`src/rtl/hyper_pkg.sv`:
```
`default_nettype none
// ==========================================================================
// hyper_pkg : shared types and constants for the hyperbus transaction scheduler
// Revision  : 1.0
// ==========================================================================
package hyper_pkg;

   localparam int HYPER_WORD_BYTES = 2;
   localparam int MAPPING_ENTRY_W  = 64;
   localparam int HYPER_NR_CS      = 2;
   localparam int HYPER_LEN_W      = 16;

   typedef enum logic [2:0] {
      ST_IDLE      = 3'd0,
      ST_DECODE    = 3'd1,
      ST_ISSUE     = 3'd2,
      ST_WAIT_DONE = 3'd3,
      ST_RECOVER   = 3'd4,
      ST_RESP      = 3'd5
   } state_t;

   // Segment context: addr is the next segment start, len the words still to issue
   typedef struct packed {
      logic [31:0]             addr;
      logic [HYPER_LEN_W-1:0]  len;
      logic                    write;
      logic [HYPER_NR_CS-1:0]  cs;
   } hyper_seg_t;

endpackage
`default_nettype wire

```
`src/rtl/hyper_addr_decode.sv`:
```
`default_nettype none
// ==========================================================================
// hyper_addr_decode : lowest-index region match with 33-bit overrun detection
// Revision          : 1.0
// ==========================================================================
module hyper_addr_decode
   import hyper_pkg::*;
#(
   parameter int NR_CS              = HYPER_NR_CS,
   parameter int ADDR_MAPPING_WIDTH = MAPPING_ENTRY_W * NR_CS,
   parameter int LEN_WIDTH          = HYPER_LEN_W
) (
   input  logic [ADDR_MAPPING_WIDTH-1:0] addr_mapping_i,
   input  logic [31:0]                   addr_i,
   input  logic [LEN_WIDTH-1:0]          len_i,
   output logic [NR_CS-1:0]              cs_o,
   output logic                          hit_o,
   output logic                          overrun_o
);

   logic [31:0]      region_last [NR_CS];
   logic [NR_CS-1:0] match;
   logic [31:0]      last_sel;
   logic [32:0]      end_addr;

   for (genvar i = 0; i < NR_CS; i++) begin : g_region
      logic [31:0] start_addr;
      assign start_addr     = addr_mapping_i[MAPPING_ENTRY_W*i +: 32];
      assign region_last[i] = addr_mapping_i[MAPPING_ENTRY_W*i+32 +: 32];
      assign match[i]       = (addr_i >= start_addr) && (addr_i <= region_last[i]);
   end

   // Extra top bit makes a burst that wraps past 4 GiB compare as an overrun
   assign end_addr = {1'b0, addr_i} + 33'(len_i) * 33'(HYPER_WORD_BYTES) - 33'd1;

   always_comb begin
      cs_o     = '0;
      hit_o    = 1'b0;
      last_sel = '0;
      for (int i = NR_CS - 1; i >= 0; i--) begin
         if (match[i]) begin
            cs_o     = '0;
            cs_o[i]  = 1'b1;
            hit_o    = 1'b1;
            last_sel = region_last[i];
         end
      end
   end

   assign overrun_o = hit_o && (end_addr > {1'b0, last_sel});

endmodule
`default_nettype wire

```
`src/rtl/hyper_trans_scheduler.sv`:
```
`default_nettype none
// ==========================================================================
// hyper_trans_scheduler : splits bursts into CS-bounded PHY segments with recovery gaps
// Revision              : 1.0
// ==========================================================================
module hyper_trans_scheduler
   import hyper_pkg::*;
#(
   parameter int NR_CS              = HYPER_NR_CS,
   parameter int ADDR_MAPPING_WIDTH = MAPPING_ENTRY_W * NR_CS,
   parameter int LEN_WIDTH          = HYPER_LEN_W
) (
   input  logic                          clk_i,
   input  logic                          rst_i,
   input  logic [31:0]                   cfg_t_cs_max_i,
   input  logic [31:0]                   cfg_t_rwr_i,
   input  logic [ADDR_MAPPING_WIDTH-1:0] cfg_addr_mapping_i,
   input  logic                          req_valid_i,
   output logic                          req_ready_o,
   input  logic [31:0]                   req_addr_i,
   input  logic [LEN_WIDTH-1:0]          req_len_i,
   input  logic                          req_write_i,
   output logic                          rsp_valid_o,
   output logic                          rsp_err_o,
   output logic                          phy_valid_o,
   input  logic                          phy_ready_i,
   output logic [31:0]                   phy_addr_o,
   output logic [LEN_WIDTH-1:0]          phy_len_o,
   output logic                          phy_write_o,
   output logic [NR_CS-1:0]              phy_cs_o,
   input  logic                          phy_done_i
);

   state_t           state, state_nxt;
   hyper_seg_t       seg;
   logic [31:0]      cs_max;
   logic [31:0]      t_rwr;
   logic [31:0]      rec_cnt;
   logic             err;

   logic [31:0]      cs_max_eff;
   logic [LEN_WIDTH-1:0] seg_len;
   logic [NR_CS-1:0] dec_cs;
   logic             dec_hit;
   logic             dec_overrun;
   logic             dec_err;
   logic             req_hs;
   logic             phy_hs;

   hyper_addr_decode #(
      .NR_CS              (NR_CS),
      .ADDR_MAPPING_WIDTH (ADDR_MAPPING_WIDTH),
      .LEN_WIDTH          (LEN_WIDTH)
   ) u_decode (
      .addr_mapping_i (cfg_addr_mapping_i),
      .addr_i         (seg.addr),
      .len_i          (seg.len),
      .cs_o           (dec_cs),
      .hit_o          (dec_hit),
      .overrun_o      (dec_overrun)
   );

   assign cs_max_eff = (cs_max == 32'd0) ? 32'd1 : cs_max;
   assign seg_len    = ({{(32-LEN_WIDTH){1'b0}}, seg.len} <= cs_max_eff) ?
                       seg.len : cs_max_eff[LEN_WIDTH-1:0];
   assign dec_err    = !dec_hit || dec_overrun || (seg.len == '0);

   assign req_ready_o = (state == ST_IDLE) && (rec_cnt == 32'd0) && !rst_i;
   assign req_hs      = req_valid_i && req_ready_o;
   assign phy_valid_o = (state == ST_ISSUE);
   assign phy_hs      = phy_valid_o && phy_ready_i;
   assign phy_addr_o  = phy_valid_o ? seg.addr  : '0;
   assign phy_len_o   = phy_valid_o ? seg_len   : '0;
   assign phy_write_o = phy_valid_o && seg.write;
   assign phy_cs_o    = phy_valid_o ? seg.cs    : '0;
   assign rsp_valid_o = (state == ST_RESP);
   assign rsp_err_o   = rsp_valid_o && err;

   always_comb begin
      state_nxt = state;
      case (state)
         ST_IDLE:      if (req_hs) state_nxt = ST_DECODE;
         ST_DECODE:    state_nxt = dec_err ? ST_RESP : ST_ISSUE;
         ST_ISSUE:     if (phy_ready_i) state_nxt = ST_WAIT_DONE;
         ST_WAIT_DONE: if (phy_done_i) state_nxt = (seg.len != '0) ? ST_RECOVER : ST_RESP;
         ST_RECOVER:   if (rec_cnt == 32'd0) state_nxt = ST_ISSUE;
         ST_RESP:      state_nxt = ST_IDLE;
         default:      state_nxt = ST_IDLE;
      endcase
   end

   always_ff @(posedge clk_i or posedge rst_i) begin
      if (rst_i) begin
         state <= ST_IDLE;
      end else begin
         state <= state_nxt;
      end
   end

   // The recovery counter keeps running outside RECOVER so IDLE also honours the gap
   always_ff @(posedge clk_i or posedge rst_i) begin
      if (rst_i) begin
         rec_cnt <= 32'd0;
      end else if ((state == ST_WAIT_DONE) && phy_done_i) begin
         rec_cnt <= t_rwr;
      end else if (rec_cnt != 32'd0) begin
         rec_cnt <= rec_cnt - 32'd1;
      end
   end

   always_ff @(posedge clk_i or posedge rst_i) begin
      if (rst_i) begin
         seg    <= '0;
         cs_max <= 32'd0;
         t_rwr  <= 32'd0;
         err    <= 1'b0;
      end else begin
         if (req_hs) begin
            seg.addr  <= req_addr_i;
            seg.len   <= req_len_i;
            seg.write <= req_write_i;
            seg.cs    <= '0;
            cs_max    <= cfg_t_cs_max_i;
            t_rwr     <= cfg_t_rwr_i;
            err       <= 1'b0;
         end
         if (state == ST_DECODE) begin
            seg.cs <= dec_cs;
            err    <= dec_err;
         end
         if (phy_hs) begin
            seg.addr <= seg.addr + 32'(seg_len) * 32'(HYPER_WORD_BYTES);
            seg.len  <= seg.len - seg_len;
         end
      end
   end

endmodule
`default_nettype wire
```
`config.mk`:
```
export PLATFORM = sky130hd
export DESIGN_NAME = hyper_trans_scheduler
export DESIGN_NICKNAME = d
export VERILOG_FILES = /design/src/rtl/hyper_pkg.sv /design/src/rtl/hyper_addr_decode.sv /design/src/rtl/hyper_trans_scheduler.sv
export SDC_FILE = /design/constraint.sdc
export NUM_CORES = 1
export LEC_CHECK = 0
export BUFFER_PORTS_ARGS = -buffer_cell sky130_fd_sc_hd__buf_2
export CAP_MARGIN = 20
export CORE_MARGIN = 5
export CORE_UTILIZATION = 52
export CTS_CLUSTER_SIZE = 10
export DETAILED_ROUTE_END_ITERATION = 10
export PLACE_DENSITY = 0.84
export SETUP_SLACK_MARGIN = 0.4
export SLEW_MARGIN = 5
export SYNTH_ARGS = -nofsm -noshare
export SYNTH_HDL_FRONTEND = slang
export SYNTH_HIERARCHICAL = 1
export SYNTH_SLANG_ARGS = --single-unit
```
`constraint.sdc`:
```
create_clock -name clk_i -period 5.9 [get_ports clk_i]
set_input_delay 1.77 -clock clk_i [delete_from_list [all_inputs] [get_ports clk_i]]
set_output_delay 1.77 -clock clk_i [all_outputs]
set_load 0.01 [all_outputs]
```
==> metrics.sh, run 1 <==
OUTCOME='finished clean'
SETUP_TNS_NS=0
CTS_ROOT_BUF='sky130_fd_sc_hd__clkbuf_16'
NUMBER_OF_GLOBAL_ROUTE_VIAS_BEFORE_REPAIR=15900
WL_MET1_MM=20.8
CRITPATHLAUNCH='cfg_addr_mapping_i[93]'
HOLD_PATH_STARTPOINT='t_rwr[2]'
GLOBALROUTE.TOTALOVERFLOW=0
P_PER_AREA_nW_PER_UM2=169
ENDPOINT_KIND_OF_THE_WORST_SETUP_TIMING_PATH='register'
ROUTED_VIA_DENSITY=5.92
DETAILROUTE.WIRELENGTH.MET3_MM=3.91
SYNTHTOPCELLSBYAREA='sky130_fd_sc_hd__dfrtp_1, sky130_fd_sc_hd__ha_1, sky130_fd_sc_hd__inv_1'
FINAL.SETUP.WORST_SLACK_NS=0.244
SYNTH-SEQ-AREA-SHARE=0.241
WORSTPATHREQUIRED_NS=6.23
GRT_ANTENNA_BEFORE_REPAIR=7
CTS_BUFFERS=17
MET2ROUTEDLENGTH_MM=24.7
GRT_PASS1_WL_MM=80.4
WORST_R2R_STARTPOINT='seg[13]'
NUMBER_OF_NETS_IN_THE_LAYOUT=2814
RSZ0062_AT_GRT='yes'
CORE_AREA_UM2=29700
CLOCK_TREE.BUFFER_DEPTH=2
CRITPATHARRIVALTIME_NS=5.98
CTS.REPORTEDPATHS.CLKPINSLEW_NS=0.07
YS.WARNINGS.COUNT=6
POST_SYNTH.CELL_AREA_AVG_UM2=7.88
FINAL_WORST_PATH_PERIOD_NEED_NS=5.66
CLOCKPOWERSHARE=0.331
DR.MAX_LAYER_USED='met5'
SETUP_VIOL=0
START_UTIL=0.528
CORE.ROWCOUNT=63
DETAILROUTE.VIA_COUNT=16100
CAP_VIOLATIONS=0
HOLD_VIOL_FINAL=0
NETLIST.AREA_LEADER.SHARE=0.241
SYN-NUM-NETS=2499
YOSYS.AREA.TOP_TYPE='sky130_fd_sc_hd__dfrtp_1'
DESIGN.DIE.AREA_UM2=33800
DRT_ITER0_MARKERS=1326
GROUTE.USAGE.OVERALL=0.293
POST-PLACE-WS_NS=-0.299
PIN_COUNT_OF_THE_BIGGEST_NET_ENTERING_GLOBAL_ROUTING=127
SYNTH_CELLS=1994
YOSYS_REGISTER_BITS=151
WORSTSKEWPAIRLATENCY_NS=0.44
TIMING.FMAX_MHz=177
LEAKAGE_nW=10.2
PERIOD_SHARE=0.959
PLACE_INST=2666
FINALWIRELENGTH_MM=51.9
FINAL.SETUP_SKEW_NS=0.0125
SWITCHING_SHARE=0.336
SWITCHINGPOWER_mW=1.08
DRC=0
PATH_CLASS='input port to register'
DIE-HEIGHT_UM=184
FIN_UTIL=0.639
DETAIL-ROUTE-ANTENNA-NETS=0
YOSYS_MOST_USED_DFF='sky130_fd_sc_hd__dfrtp_1'
ASYNCSETRESETFLOPFRACSYNTH=1.00
NUM_IO_PINS=301
CTS_SINKS=151
WL_PER_CELL_UM=19.1
COMBINATIONAL_POWER_SHARE=0.323
SYNTHTOLAYOUTAREAGROWTH_PCT=21.0
TIGHTESTPINTRANSITION_NS=1.05
PLACE_CONGESTION=1.00
POWER.SEQUENTIAL.FRACTION=0.346
SLEW_VIOL_FINAL=0
HTREEDEPTH=4
STARTPOINT_TYPE='input port'
VDD_DROP_MAX_uV=172
SYN_STD_CELL_AREA_UM2=15700
CELLINTERNALPOWER_mW=2.14
COUNT_OF_FLIP_FLOPS_WITH_A_BUILT_IN_ENABLE_AFTER_SYNTHESIS=0
DR.PASS1.ITERS=6
TIMING.SLEW.HEADROOM=0.295
NUMBER_OF_PORT_BUFFERS=300
PATH_CATEGORY_OF_THE_WORST_MIN_DELAY_CHECK='register to register'
WORST-PATH-MAX-FANOUT=6
FINALPOWER_mW=3.22
SYNTH_CELL_TYPE_COUNT=87
LAYOUT.CELLS.NON_FILLER=2713
TRITONCTS='done'
POST_ROUTE_CELLS_DRIVE_ABOVE_1_SHARE=0.213
FLOORPLAN.DIE.WIDTH_UM=184
POST-DP-HPWL_MM=40.2
==> cells in the final DEF, fill, tap and decap left out, types with 8 or more instances in the layout <==
cell type,netlist,layout
sky130_fd_sc_hd__ha_4,0,9
sky130_fd_sc_hd__a21o_1,91,91
sky130_fd_sc_hd__nand4_1,47,47
sky130_fd_sc_hd__a21oi_1,106,95
sky130_fd_sc_hd__nand3_1,44,43
sky130_fd_sc_hd__a221o_1,22,22
sky130_fd_sc_hd__nor3_1,57,55
sky130_fd_sc_hd__xnor2_1,42,42
sky130_fd_sc_hd__clkbuf_16,0,17
sky130_fd_sc_hd__o211ai_1,13,13
sky130_fd_sc_hd__a31oi_1,39,31
sky130_fd_sc_hd__o21ai_0,99,90
sky130_fd_sc_hd__nor2b_1,11,10
sky130_fd_sc_hd__or3_1,9,9
sky130_fd_sc_hd__and2_1,41,41
sky130_fd_sc_hd__nand2_1,264,263
sky130_fd_sc_hd__a22oi_1,17,15
sky130_fd_sc_hd__a2111oi_0,8,8
sky130_fd_sc_hd__nor2_1,103,103
sky130_fd_sc_hd__buf_4,1,50
sky130_fd_sc_hd__buf_2,21,299
sky130_fd_sc_hd__or4_1,9,9
sky130_fd_sc_hd__ha_1,256,244
sky130_fd_sc_hd__xor2_1,29,29
sky130_fd_sc_hd__a211oi_1,12,10
sky130_fd_sc_hd__nand2b_1,15,15
sky130_fd_sc_hd__dfrtp_1,151,151
sky130_fd_sc_hd__nor4_1,34,29
sky130_fd_sc_hd__a21oi_2,0,10
sky130_fd_sc_hd__and3_1,10,9
sky130_fd_sc_hd__mux2i_1,23,22
sky130_fd_sc_hd__o21ai_1,6,14
sky130_fd_sc_hd__inv_1,264,254
==> power groups by stage <==
| stage | logic (mW) | clock network [mW] | registers (mW) |
|---|---|---|---|
| after floorplan | 0.643 | 0 | 1.12 |
| after global placement | 0.901 | 0 | 1.13 |
| after detailed placement | 0.936 | 0 | 1.13 |
| after CTS | 0.966 | 1.08 | 1.11 |
| after global routing | 1.15 | 1.12 | 1.12 |
| final | 1.04 | 1.07 | 1.11 |
==> sequential cells by signal (all words and copies together) (netlist names) <==
name	count
t_rwr	32
err	1
seg	51
cs_max	32
state	3
rec_cnt	32
==> stage by stage <==
| stage | hold slack, ns | area [um^2] |
|---|---|---|
| after floorplan | 0.430 | 15800 |
| after global placement | 0.447 | 17900 |
| after detailed placement | 0.456 | 17900 |
| after CTS | 0.471 | 18600 |
| after global routing | 0.485 | 19000 |
| final | 0.466 | 19000 |
==> area by class of cell <==
type                    instances  area (um^2)
flip-flops and latches        151         3780
inverters                     264         1000
fillers                      2558        10700
repair buffers                365         2160
well taps                     390          488
multi-input cells            1510        11000
clock inverters                13          130
clock buffers                  18          439
diodes                          2         5.00
==> synthesized netlist by cell type (13+ instances only) <==
library cell and instances:
sky130_fd_sc_hd__buf_2 21, sky130_fd_sc_hd__nand2_1 264, sky130_fd_sc_hd__ha_1 256, sky130_fd_sc_hd__a31oi_1 39, sky130_fd_sc_hd__a22oi_1 17, sky130_fd_sc_hd__inv_1 264
sky130_fd_sc_hd__o211ai_1 13, sky130_fd_sc_hd__a21o_1 91, sky130_fd_sc_hd__nand3_1 44, sky130_fd_sc_hd__nor3_1 57, sky130_fd_sc_hd__o21ai_0 99, sky130_fd_sc_hd__nor4_1 34
sky130_fd_sc_hd__dfrtp_1 151, sky130_fd_sc_hd__nor2_1 103, sky130_fd_sc_hd__and2_1 41, sky130_fd_sc_hd__mux2i_1 23, sky130_fd_sc_hd__clkbuf_1 41, sky130_fd_sc_hd__nand4_1 47
sky130_fd_sc_hd__nand2b_1 15, sky130_fd_sc_hd__a21oi_1 106, sky130_fd_sc_hd__xnor2_1 42, sky130_fd_sc_hd__xor2_1 29, sky130_fd_sc_hd__a221o_1 22
==> critical path, stage by stage <==
cell and delay [ns]:
sky130_fd_sc_hd__buf_2 0.08, sky130_fd_sc_hd__inv_1 0.04, sky130_fd_sc_hd__ha_1 0.29, sky130_fd_sc_hd__a21o_1 0.18, sky130_fd_sc_hd__a21o_1 0.17, sky130_fd_sc_hd__a21oi_1 0.33
sky130_fd_sc_hd__o221ai_1 0.24, sky130_fd_sc_hd__a21oi_1 0.31, sky130_fd_sc_hd__a2bb2oi_4 0.14, sky130_fd_sc_hd__buf_12 0.17, sky130_fd_sc_hd__buf_12 0.12, sky130_fd_sc_hd__a31oi_1 0.19
sky130_fd_sc_hd__ha_1 0.30, sky130_fd_sc_hd__a21oi_2 0.17, sky130_fd_sc_hd__nor2b_1 0.06, sky130_fd_sc_hd__o21ai_0 0.14, sky130_fd_sc_hd__a21oi_1 0.11, sky130_fd_sc_hd__nor4_1 0.22
sky130_fd_sc_hd__o21ai_1 0.10, sky130_fd_sc_hd__o211ai_1 0.16, sky130_fd_sc_hd__a2bb2oi_2 0.11, sky130_fd_sc_hd__inv_2 0.08, sky130_fd_sc_hd__a21o_1 0.12, sky130_fd_sc_hd__a31oi_2 0.08
sky130_fd_sc_hd__mux2_4 0.27
==> final timing paths <==
path / slack, ns / endpoint / cells after the start
max: 0.24 / state[0] / 25
min: 0.47 / t_rwr[2] / 2
max reg2reg: 0.56 / state[0] / 26
min reg2reg: 0.47 / t_rwr[2] / 2
max in group asynchronous: 3.39 / cs_max[0] / 3
min in group asynchronous: 1.42 / t_rwr[3] / 2
==> kinds of logic after synthesis <==
kind of cell	share of synthesized area
compound gates	0.205
fa+ha+maj	0.208
mux	0.0168
buf+inv	0.0835
flops	0.241
xor+xnor	0.0396
simple gates	0.207
==> per-layer routing <==
layer	vias up	track usage
met4	10	0.132
met1	7491	0.369
met3	150	0.0463
li1	7687	-
met2	736	0.497
met5	-	0
==> timing repair <==
action                                 CTS  global route
gates cloned                             2             1
endpoints found under the hold margin    0             0
setup endpoints to repair                6            18
pin swaps                               18            28
setup buffers                            2             7
gates resized for setup                 18            57
hold buffers                             0             0
No activity file was read; power rests on OpenSTA's default activity.
==> run 2: changes to the inputs <==
==> constraint.sdc (replaced) <==
create_clock -name clk_i -period 5.9 [get_ports clk_i]
set_input_delay 1.18 -clock clk_i [delete_from_list [all_inputs] [get_ports clk_i]]
set_output_delay 1.18 -clock clk_i [all_outputs]
set_load 0.01 [all_outputs]
==> run 2 against run 1 <==
Effect of this change:
- clock skew up 0.0018 ns
- wire length down 3.9%
- sequential cell count is the same
- hold slack better by 0.00068 ns
- sequential power hardly changed
- power fell by 3.3%
- largest power group unchanged
==> metrics.sh, run 2 (synthesis gave the netlist of run 1 again) <==
WORSTSKEWPAIRLATENCY_NS=0.43  # about the same
POST_ROUTE_CELLS_DRIVE_ABOVE_1_SHARE=0.191  # -0.0223
DEPTH_OF_THE_MOST_CRITICAL_REG_TO_REG_PATH=25  # -3.8%
PERIOD_SHARE=0.894  # -0.0647
CRIT_SLOWEST_CELL='sky130_fd_sc_hd__a211oi_1'
GROUTE.USAGE.OVERALL=0.282  # -0.0113
TIGHTESTPINTRANSITION_NS=1.11  # +0.0602 ns
LARGEST_REG_FLOPS=51  # unchanged
PIN_COUNT_OF_THE_BIGGEST_NET_ENTERING_GLOBAL_ROUTING=110  # -13%
DIE-HEIGHT_UM=184  # unchanged
WORST-PATH-MAX-FANOUT=18  # +12
GLOBALROUTE.TOTALOVERFLOW=0  # unchanged
STARTPOINT_TYPE='input port'
CTS_ROOT_BUF='sky130_fd_sc_hd__clkbuf_16'
CELLINTERNALPOWER_mW=2.04  # -4.3%
WORSTPATHREQUIRED_NS=6.20  # -0.03 ns
PLACE_CONGESTION=1.01  # +1.1%
CORE_AREA_UM2=29700  # unchanged
START_UTIL=0.528  # unchanged
DRT_ITER0_MARKERS=1270  # -4.2%
SWITCHING_SHARE=0.343  # +0.00656
FIN_UTIL=0.621  # -0.0182
SWITCHINGPOWER_mW=1.07  # -1.4%
DETAILROUTE.VIA_COUNT=15800  # -1.4%
RSZ0062_AT_GRT='no'
TIMING.SLEW.HEADROOM=0.254  # -0.0403
CRITPATHARRIVALTIME_NS=5.58  # -0.40 ns
CRITICAL_PATH.MOST_COMMON_CELL='sky130_fd_sc_hd__o21ai_0'
OUTCOME='finished clean'
TIMING.FMAX_MHz=190  # +7.2%
MIN_DELAY_PATH_DEPTH=2  # unchanged
WL_PER_CELL_UM=18.5  # -3.1%
LEAKAGE_nW=10.0  # -1.7%
GRT_PASS1_WL_MM=77.8  # -3.2%
SETUP_VIOL=0  # unchanged
CTS.REPORTEDPATHS.CLKPINSLEW_NS=0.07  # about the same
CTS_BUFFERS=17  # unchanged
POST-DP-HPWL_MM=39.3  # -2.3%
CLOCK_TREE.BUFFER_DEPTH=2  # unchanged
MOSTFREQUENTLAYOUTCELLS='sky130_fd_sc_hd__buf_2, sky130_fd_sc_hd__nand2_1, sky130_fd_sc_hd__inv_1'
POWER.SEQUENTIAL.FRACTION=0.358  # +0.012
NUMBER_OF_NETS_IN_THE_LAYOUT=2792  # -0.78%
NUMBER_OF_GLOBAL_ROUTE_VIAS_BEFORE_REPAIR=15600  # -2.0%
COMBINATIONAL_POWER_SHARE=0.307  # -0.016
PATH_CATEGORY_OF_THE_WORST_MIN_DELAY_CHECK='register to register'
FLOORPLAN.DIE.WIDTH_UM=184  # unchanged
NUMBER_OF_PORT_BUFFERS=300  # unchanged
LARGEST-REGISTER='seg'
R2R_SLACK_NS=0.67  # +0.11 ns
CAP_VIOLATIONS=0  # unchanged
LAYOUT_COMMONEST_CELL='sky130_fd_sc_hd__buf_2'
P_PER_AREA_nW_PER_UM2=169  # -0.48%
CTS_HOLD_BUFFERS=0  # unchanged
CTS_SINKS=151  # unchanged
HTREEDEPTH=4  # unchanged
FINAL_WORST_PATH_PERIOD_NEED_NS=5.27  # -0.382 ns
VDD_DROP_MAX_uV=148  # -14%
FINALWIRELENGTH_MM=49.9  # -3.9%
TIMING.CRITICAL_PATH.SLOWEST_CELL_DELAY_NS=0.33  # about the same
FILLER_CELL_COUNT=2567  # +0.35%
SLEW_VIOL_FINAL=0  # unchanged
CORE.ROWCOUNT=63  # unchanged
FINALHOLDWORSTSLACK_NS=0.467  # +0.000678 ns
ROUTED_VIA_DENSITY=5.89  # -0.59%
DRC=0  # unchanged
DR.PASS1.ITERS=9  # +3
CLOCKPOWERSHARE=0.335  # +0.004
NUM_IO_PINS=301  # unchanged
SETUP_TNS_NS=0  # unchanged
DESIGN.DIE.AREA_UM2=33800  # unchanged
HOLD_VIOL_FINAL=0  # unchanged
TRITONCTS='done'
SYNTHTOLAYOUTAREAGROWTH_PCT=17.5
DETAIL-ROUTE-ANTENNA-NETS=0  # unchanged
GRT_ANTENNA_BEFORE_REPAIR=5  # -2
ENDPOINT_KIND_OF_THE_WORST_SETUP_TIMING_PATH='register'
PATH_CLASS='input port to register'
FINAL.SETUP_SKEW_NS=0.0143  # +0.00178 ns
[run 2: critical path, delay by kind of cell]
family                   cells  cell delay, ns
AO/OA/AOI/OAI               17            2.74
adder cells (fa/ha/maj)      2            0.60
buffers and inverters        4            0.43
multiplexers                 1            0.27
AND/OR/NAND/NOR              3            0.36
[run 2: worst paths after layout]
path,startpoint,endpoint
worst min-delay path,t_rwr[5],t_rwr[5]
min in group asynchronous,rst_i,t_rwr[1]
worst min register to register,t_rwr[5],t_rwr[5]
worst max register to register,seg[8],state[1]
worst max-delay path,cfg_addr_mapping_i[97],state[0]
max in group asynchronous,rst_i,t_rwr[26]
[run 2: power groups by stage]
| stage | clock, mW | combinational, mW | sequential, mW |
|---|---|---|---|
| floorplan | 0 | 0.636 | 1.11 |
| global placement | 0 | 0.875 | 1.13 |
| detailed placement | 0 | 0.908 | 1.13 |
| CTS | 1.05 | 0.915 | 1.11 |
| global route | 1.10 | 1.07 | 1.12 |
| finish | 1.04 | 0.955 | 1.11 |
[run 2: repair_timing]
action / 4_1_cts / 5_1_grt
endpoints found under the setup margin: 0 / 20
gates resized for setup: 0 / 36
endpoints found under the hold margin: 0 / 0
buffers inserted: 0 / 4
[run 2: per-layer routing]
metal  wire length (um)  GRT usage  up-vias
li1                   -          -     7633
met5                 34          0        -
met1              20600      0.362     7406
met2              23800      0.479      682
met3               3350     0.0317      122
met4               2070      0.126        6
[run 2: area by class of cell]
cell class / instances / area (um^2) / share of cell area
Sequential cell: 151 / 3790 / 0.206
Clock buffer: 17 / 425 / 0.0230
Clock inverter: 14 / 131 / 0.00712
Inverter: 264 / 996 / 0.0540
Timing Repair Buffer: 343 / 1880 / 0.102
Multi-Input combinational cell: 1510 / 10700 / 0.582
Antenna cell: 2 / 5.00 / 0.000271
Tap cell: 390 / 488 / 0.0264
[run 2: through the flow]
| step | area (um^2) | power [mW] | instances | setup slack (ns) |
|---|---|---|---|---|
| floorplan | 15700 | 1.75 | 1994 | 0.655 |
| CTS | 18200 | 3.08 | 2683 | 0.445 |
| global placement | 17700 | 2.00 | 2652 | 0.270 |
| finish | 18500 | 3.11 | 2691 | 0.626 |
| global route | 18500 | 3.29 | 2691 | 0.391 |
| detailed placement | 17700 | 2.04 | 2652 | 0.210 |
